--- src/rtl/cp0_reg_pkg.sv ---
// Shared CP0 constants: register numbers, exception type codes and field masks.
package cp0_reg_pkg;

    typedef enum logic [4:0] {
        CP0_BADVADDR = 5'd8,
        CP0_COUNT    = 5'd9,
        CP0_COMPARE  = 5'd11,
        CP0_STATUS   = 5'd12,
        CP0_CAUSE    = 5'd13,
        CP0_EPC      = 5'd14
    } cp0_reg_e;

    typedef enum logic [31:0] {
        EXC_NONE = 32'h0000_0000,
        EXC_INT  = 32'h0000_0001,
        EXC_ADEL = 32'h0000_0004,
        EXC_ADES = 32'h0000_0005,
        EXC_SYS  = 32'h0000_0008,
        EXC_BP   = 32'h0000_0009,
        EXC_RI   = 32'h0000_000a,
        EXC_OV   = 32'h0000_000c,
        EXC_ERET = 32'h0000_000e
    } exc_type_e;

    localparam int unsigned STATUS_EXL = 1;
    localparam int unsigned CAUSE_BD   = 31;

    localparam logic [31:0] STATUS_WMASK = 32'h0000_ff03;
    localparam logic [31:0] CAUSE_WMASK  = 32'h0000_0300;
    localparam logic [31:0] ZERO_WORD    = '0;

endpackage

--- src/rtl/cp0_timer.sv ---
// Count/Compare timer: tick divider, free-running Count and sticky compare-match interrupt.
module cp0_timer
    import cp0_reg_pkg::*;
#(
    parameter int unsigned COUNT_DIV = 2
) (
    input  logic        clk,
    input  logic        rst,
    input  logic        we,
    input  logic [4:0]  waddr,
    input  logic [31:0] data,
    output logic [31:0] count,
    output logic [31:0] compare,
    output logic        timer_int
);

    logic tick;
    logic inc;
    logic wr_count;
    logic wr_compare;

    assign inc        = (COUNT_DIV == 1) || tick;
    assign wr_count   = we && (waddr == CP0_COUNT);
    assign wr_compare = we && (waddr == CP0_COMPARE);

    always_ff @(posedge clk or negedge rst) begin
        if (!rst) begin
            tick      <= 1'b0;
            count     <= '0;
            compare   <= '0;
            timer_int <= 1'b0;
        end else begin
            tick <= ~tick;
            if (wr_count)
                count <= data;
            else if (inc)
                count <= count + 32'd1;
            if (wr_compare)
                compare <= data;
            // A Compare write acknowledges the interrupt even on a coincident match.
            if (wr_compare)
                timer_int <= 1'b0;
            else if ((compare != ZERO_WORD) && (count == compare))
                timer_int <= 1'b1;
        end
    end

endmodule

--- src/rtl/cp0_reg.sv ---
// MIPS32 CP0 register file (MEM stage): exception/ERET state updates, mtc0/mfc0, timer.
// Optional Count/Compare timer enabled by defining CP0_TIMER_EN.
module cp0_reg
    import cp0_reg_pkg::*;
#(
    parameter logic [31:0] RESET_STATUS = 32'h0040_0000,
    parameter int unsigned COUNT_DIV    = 2
) (
    input  logic        clk,
    input  logic        rst,
    input  logic        we_i,
    input  logic [4:0]  waddr_i,
    input  logic [4:0]  raddr_i,
    input  logic [31:0] data_i,
    input  logic [5:0]  int_i,
    input  logic [31:0] except_type_i,
    input  logic [31:0] pc_i,
    input  logic        is_in_delayslot_i,
    input  logic [31:0] badvaddr_i,
    output logic [31:0] data_o,
    output logic [31:0] status_o,
    output logic [31:0] cause_o,
    output logic [31:0] epc_o,
    output logic [31:0] badvaddr_o,
    output logic [31:0] count_o,
    output logic [31:0] compare_o,
    output logic        timer_int_o
);

    logic [31:0] status_nxt;
    logic [31:0] cause_nxt;
    logic [31:0] epc_nxt;
    logic [31:0] badvaddr_nxt;
    logic        is_exc;
    logic        is_eret;
    logic        wr_en;

    assign is_eret = (except_type_i == EXC_ERET);
    assign is_exc  = (except_type_i != EXC_NONE) && !is_eret;
    assign wr_en   = we_i && (except_type_i == EXC_NONE);

`ifdef CP0_TIMER_EN
    cp0_timer #(.COUNT_DIV(COUNT_DIV)) u_timer (
        .clk       (clk),
        .rst       (rst),
        .we        (wr_en),
        .waddr     (waddr_i),
        .data      (data_i),
        .count     (count_o),
        .compare   (compare_o),
        .timer_int (timer_int_o)
    );
`else
    logic unused_cfg;
    assign unused_cfg  = (COUNT_DIV == 2);
    assign count_o     = '0;
    assign compare_o   = '0;
    assign timer_int_o = 1'b0;
`endif

    always_comb begin
        status_nxt   = status_o;
        cause_nxt    = cause_o;
        epc_nxt      = epc_o;
        badvaddr_nxt = badvaddr_o;
        cause_nxt[15:10] = {int_i[5] | timer_int_o, int_i[4:0]};
        if (is_exc) begin
            if (!status_o[STATUS_EXL]) begin
                epc_nxt             = is_in_delayslot_i ? pc_i - 32'd4 : pc_i;
                cause_nxt[CAUSE_BD] = is_in_delayslot_i;
            end
            status_nxt[STATUS_EXL] = 1'b1;
            cause_nxt[6:2]         = except_type_i[4:0];
            if ((except_type_i == EXC_ADEL) || (except_type_i == EXC_ADES))
                badvaddr_nxt = badvaddr_i;
        end else if (is_eret) begin
            status_nxt[STATUS_EXL] = 1'b0;
        end else if (wr_en) begin
            case (waddr_i)
                CP0_STATUS: status_nxt = (status_o & ~STATUS_WMASK) | (data_i & STATUS_WMASK);
                CP0_CAUSE:  cause_nxt[9:8] = data_i[9:8];
                CP0_EPC:    epc_nxt = data_i;
                default: ;
            endcase
        end
    end

    always_ff @(posedge clk or negedge rst) begin
        if (!rst) begin
            status_o   <= RESET_STATUS;
            cause_o    <= '0;
            epc_o      <= '0;
            badvaddr_o <= '0;
        end else begin
            status_o   <= status_nxt;
            cause_o    <= cause_nxt;
            epc_o      <= epc_nxt;
            badvaddr_o <= badvaddr_nxt;
        end
    end

    always_comb begin
        data_o = ZERO_WORD;
        case (raddr_i)
            CP0_BADVADDR: data_o = badvaddr_o;
            CP0_COUNT:    data_o = count_o;
            CP0_COMPARE:  data_o = compare_o;
            CP0_STATUS:   data_o = status_o;
            CP0_CAUSE:    data_o = cause_o;
            CP0_EPC:      data_o = epc_o;
            default:      data_o = ZERO_WORD;
        endcase
    end

endmodule

--- config.mk ---
export PLATFORM = sky130hd
export DESIGN_NAME = cp0_reg
export DESIGN_NICKNAME = d
export VERILOG_FILES = /design/src/rtl/cp0_reg_pkg.sv /design/src/rtl/cp0_timer.sv /design/src/rtl/cp0_reg.sv
export SDC_FILE = /design/constraint.sdc
export NUM_CORES = 1
export LEC_CHECK = 0
export CAP_MARGIN = 20
export CORE_AREA = 2 2 144 146
export DETAILED_ROUTE_END_ITERATION = 8
export DIE_AREA = 0 0 146 148
export PLACE_DENSITY = 0.75
export SLEW_MARGIN = 20
export SYNTH_ARGS = -nofsm -noshare
export SYNTH_HDL_FRONTEND = slang
export SYNTH_SLANG_ARGS = --single-unit
--- constraint.sdc ---
create_clock -name clk -period 2.9 [get_ports clk]
set_input_delay 0.725 -clock clk [delete_from_list [all_inputs] [get_ports clk]]
set_output_delay 0.725 -clock clk [all_outputs]
set_load 0.01 [all_outputs]
* Word-level counts from Yosys, hierarchy flattened
Cells that the tools add are included.
** Word-level totals
- Register bits after elaboration :: 110
- Output and inout bits :: 225
** Cells by class
- Reduce and logical (&&, ||, !) cells :: 16
- Add/subtract/negate cells :: 1
- Bitwise logic cells :: 4
- Multiplexer cells :: 11
- Equal/unequal tests :: 12
** Operator list (count)
- 32-bit two-way mux :: 6
- 32-bit one-hot mux with 4 select lines :: 1
- 32-bit by 3-bit equality test with 1-bit output, second input constant :: 2
- 5-bit by 4-bit equality test with 1-bit output, second input constant :: 7
- 32-bit by 4-bit equality test with 1-bit output, second input constant :: 1
- 32-bit logical NOT :: 1
- 32-bit by 16-bit bitwise OR with 32-bit output :: 1
- 32-bit nonzero test :: 1
- 32-bit by 3-bit subtractor with 32-bit output, second input constant :: 1
- 4-bit AND reduction :: 3
- 2-bit AND reduction :: 3
- 3-bit nonzero test :: 2
- 2-bit two-way mux :: 2
- 2-bit != test, second input constant :: 2
- 2-bit nonzero test :: 2
- 1-bit NOT :: 3
- 1-bit logical AND :: 2
- 1-bit two-way mux :: 2
- 1-bit logical NOT :: 1
- 1-bit logical OR :: 1

* Depth between registers and ports, before layout
Gate-level depths: netlist of run 1.
- Depth in word-level cells :: 5
- Mapped depth :: 7
- Gate-level depth less buffers :: 7

* Worst setup path after synthesis of run 1
OpenSTA, ideal clock, no wires.
- Kind :: input to output
- Start :: input raddr_i[4]
- End :: output data_o[4]
- Buffers on the path :: 1
- Required time :: 2.175 ns
- Path slack :: 0.327 ns
- Arrival time :: 1.848 ns
- Stages on the path :: 5
- Path through :: nand3b_1 -> nor3b_1 -> clkbuf_1 -> a222oi_1 -> inv_1
** On the way
- Longest elaborated chain between the ends :: 2
- Elaborated cells on any way between the ends :: 5
- Classes of those cells :: eq/ne: 4; mux: 1
** RTL lines
- start, declared :: line cp0_reg.sv:13 : input logic [4:0] raddr_i,
- 5-bit by 4-bit equality test with 1-bit output :: line cp0_reg.sv:104 : case (raddr_i)
- 32-bit one-hot mux with 4 select lines (*) :: line cp0_reg.sv:104
- end, declared :: line cp0_reg.sv:20 : output logic [31:0] data_o,
Every way passes the cells marked *; elsewhere a longest branch is shown, timed or not.

* Worst setup path in the final report of run 1
- Start :: input raddr_i[4]
- End :: output data_o[19]
The elaborated chain is that of the path after synthesis.

==> flow_metrics.py, run 1 <==
metrics = {
    "power": {
        "power_uw": 2920,
        "p_leak_uw": 0.00410,
        "peakVddDrop_mv": 0.311,
        "powerDensity_nw_per_um2": 322,
    },
    "clock_tree": {
        "cts_htree_levels": 3,
        "clk_pin_slew_ns": 0.07,
        "clock_latency_ns": 0.35,
        "cts_tree": "done",
        "cts.path.max_buffers": 2,
        "cts_made_buffers": 9,
        "root_buffer": "clkbuf_16",
        "cts.sinks": 88,
    },
    "place": {
        "gp_congestion": 0.857,
        "dp_hpwl_um": 16300,
        "io_buffers": 267,
        "dp_slack_ns": -0.504,
    },
    "timing": {
        "rsz0062_at_grt": "yes",
        "setup_violations": 0,
        "fin_crit_sh_pct": 98.1,
        "tns_ns": 0,
        "worst_pin_slew_ns": 0.557,
        "finalHoldViolations": 0,
        "finalCriticalPeriod_ns": 2.85,
        "clock.fmax_mhz": 351,
        "fin_ws_ns": 0.0549,
        "maxSlewHeadroom_pct": 62.8,
        "fin_skew_ns": 0.0108,
        "finalMaxSlewViolations": 0,
    },
    "routing": {
        "wl_per_cell_um": 18.5,
        "wl_um": 20900,
        "dr.pass1.iters": 4,
        "viasPerCell": 4.60,
        "first_iter_violations": 139,
        "antenna_left": 0,
        "drc": 0,
        "num_vias": 5194,
    },
    "floorplanning": {
        "fp-row-count": 52,
        "core_area_um2": 20000,
        "die_x_um": 146,
        "initial_utilization_pct": 28.9,
        "die_y_um": 148,
        "io_pins": 373,
        "design.die.area_um2": 21600,
    },
    "yosys": {
        "synth.avg_cell_area_um2": 10.7,
        "synthCells": 541,
        "synth_edf_count": 0,
        "synth_ff_type": "dfrtp_1",
        "yosysUniqueCellTypes": 55,
        "ys_ff_latch": 88,
        "yosys_warnings": 0,
        "synth_area_um2": 5780,
        "synth-async-reset-ratio_pct": 100,
        "synth-seq-area-share_pct": 38.1,
    },
    "global_route": {
        "grt_max_degree": 41,
        "grt_pass1_wl_um": 31000,
        "overflow": 0,
        "grtUsageTotal_pct": 19.0,
        "first_global_vias": 5304,
        "antenna_found_initial": 3,
    },
    "worst_setup_path": {
        "endpoint_kind": "primary output",
        "path_max_fanout": 14,
        "r2r_slack_ns": 1.41,
        "r2r-end": "epc_o[28]",
        "reg2regPathDepth": 5,
        "crit_slowest_cell": "nor4_4",
        "crit_required_ns": 2.17,
        "cp.arrival_ns": 2.12,
        "cp-start-kind": "input pin",
        "critical_path.max_stage_delay_ns": 0.34,
        "r2r-start": "status_o[1]",
        "crit_chain": "clkdlybuf4s15_1 > nand2b_1 > nor4_4 > buf_4 > buf_12 > a22o_1 > clkdlybuf4s15_2",
        "crit_type": "in -> out",
    },
    "flow_run": {
        "drv_cap": 0,
    },
    "cells_and_area": {
        "fill_cells": 1902,
        "utilization_pct": 45.2,
        "nets": 1000,
        "areaGrowthSynthToFinish_pct": 56.7,
        "layout-drive-gt1-share_pct": 24.8,
    },
    "worst_hold_path": {
        "hold_path.class": "in -> async",
    },
    "outcome": {
        "status": "finished clean",
    },
}
layout make-up:
cell class | instances | area (µm²) | share of cell area [%]
Clock inverter | 6 | 66.3 | 0.732
Clock buffer | 10 | 229 | 2.53
Antenna cell | 2 | 5.00 | 0.0552
Inverter | 18 | 67.6 | 0.745
Tap cell | 270 | 338 | 3.73
Sequential cell | 88 | 2200 | 24.3
Multi-Input combinational cell | 408 | 3040 | 33.5
Timing Repair Buffer | 326 | 3120 | 34.4
worst max-delay path by stage:
stage,startpoint,end,slack [ns]
2_1_floorplan,raddr_i[4],data_o[4],0.33
3_3_place_gp,raddr_i[2],data_o[23],-0.50
3_5_place_dp,raddr_i[2],data_o[1],-0.50
4_1_cts,raddr_i[2],data_o[17],0.02
5_1_grt,raddr_i[4],data_o[29],-0.02
6_report,raddr_i[4],data_o[19],0.05
worst max-delay path, delay by kind of cell:
kind	cells	cell delay (ns)
buffers and inverters	4	0.72
AOI/OAI and AO/OA	1	0.15
and+or+nand+nor	2	0.53
layout by cell type (no fill, tap or decap), types with 7 or more instances in the layout:
cell             synthesis  routed
nor4_1                  20      18
buf_4                  106      44
buf_6                    4       9
nand2_1                 15      15
a22oi_1                 16      15
a222oi_1                 8       8
buf_12                   0       7
xnor2_1                 17      17
nor4_2                   6       7
clkbuf_16                0       9
buf_2                   10      23
dfrtp_1                 88      88
nor2_1                  24      24
inv_1                   18      18
a22o_1                  15      15
nor3_1                  24      23
conb_1                   2     105
clkdlybuf4s50_1          0     229
mux2_4                   8       8
mux2_2                  63      63
clkdlybuf4s15_2          0       7
nand3_1                 12      12
synthesized netlist by cell type (all sizes together), types with 3 or more instances:
master	n	area share [%]
a211oi	6	0.78
a221oi	6	1.6
a222oi	8	1.4
a22o	15	2.3
a22oi	16	2.1
buf	120	15
clkbuf	10	0.65
dfrtp	88	38
inv	18	1.2
mux2	71	14
nand2	15	0.97
nand3	12	1.0
nand3b	4	0.52
nand4	4	0.91
nor2	26	1.9
nor3	26	2.4
nor4	29	4.6
nor4b	4	0.87
o31a	5	0.76
o31ai	7	1.1
or4	3	0.52
xnor2	17	2.6
xor2	6	0.91
logic make-up (layout without fill, tap and decap cells):
family	after synthesis	in the layout	share of synthesized area (%)
buf+inv	148	360	17.2
fa+ha+maj	1	1	0.216
compound gates	73	73	11.3
other cells	2	107	0.130
mux	71	71	14.3
flops	88	88	38.1
xor+xnor	23	23	3.48
simple gates	135	135	15.2
metal layers:
| layer | track usage [%] | vias to the layer above | wire length, µm |
|---|---|---|---|
| li1 | - | 2399 | - |
| met1 | 21.9 | 2512 | 8290 |
| met2 | 33.8 | 254 | 10700 |
| met3 | 5.74 | 27 | 1420 |
| met4 | 6.17 | 2 | 438 |
| met5 | 0 | - | 13 |
sequential cells by signal, summed over array words and instances (netlist names):
register / count
badvaddr_o: 32
cause_o: 14
epc_o: 32
status_o: 10
through the flow:
step	cells	hold WS [ns]	instance area, µm²
finish	1128	0.361	9060
global route	1126	0.391	9060
CTS	1129	0.368	9140
detailed placement	1101	0.524	8760
global placement	1101	0.516	8760
floorplan	644	0.429	6170
power by group:
group / switching [µW] / internal [µW] / leakage, µW
Clock: 539 / 674 / 0.000147
Combinational: 214 / 253 / 0.00279
Sequential: 7.20 / 1230 / 0.00117
Total: 760 / 2160 / 0.00410
what timing repair did:
action                                  CTS  global route
pin swaps                                12             7
buffers inserted                         11             0
gates resized for setup                 137            11
hold buffers                              0             0
cloned                                    2             0
endpoints found under the setup margin   32            28
endpoints found under the hold margin     0             0
(Power assumes the default switching activity.)
==> inputs of run 2 (changes only) <==
--- a/config.mk
+++ b/config.mk
@@ -9,8 +9,10 @@
 export CORE_AREA = 2 2 144 146
 export DETAILED_ROUTE_END_ITERATION = 8
 export DIE_AREA = 0 0 146 148
+export HOLD_SLACK_MARGIN = 0.1
 export PLACE_DENSITY = 0.75
 export SLEW_MARGIN = 20
 export SYNTH_ARGS = -nofsm -noshare
 export SYNTH_HDL_FRONTEND = slang
+export SYNTH_HIERARCHICAL = 1
 export SYNTH_SLANG_ARGS = --single-unit
==> results of run 2 <==
The final DEF is identical to that of run 1; final timing and power are the same.
Among the figures that moved: Yosys warning count 0 -> 6
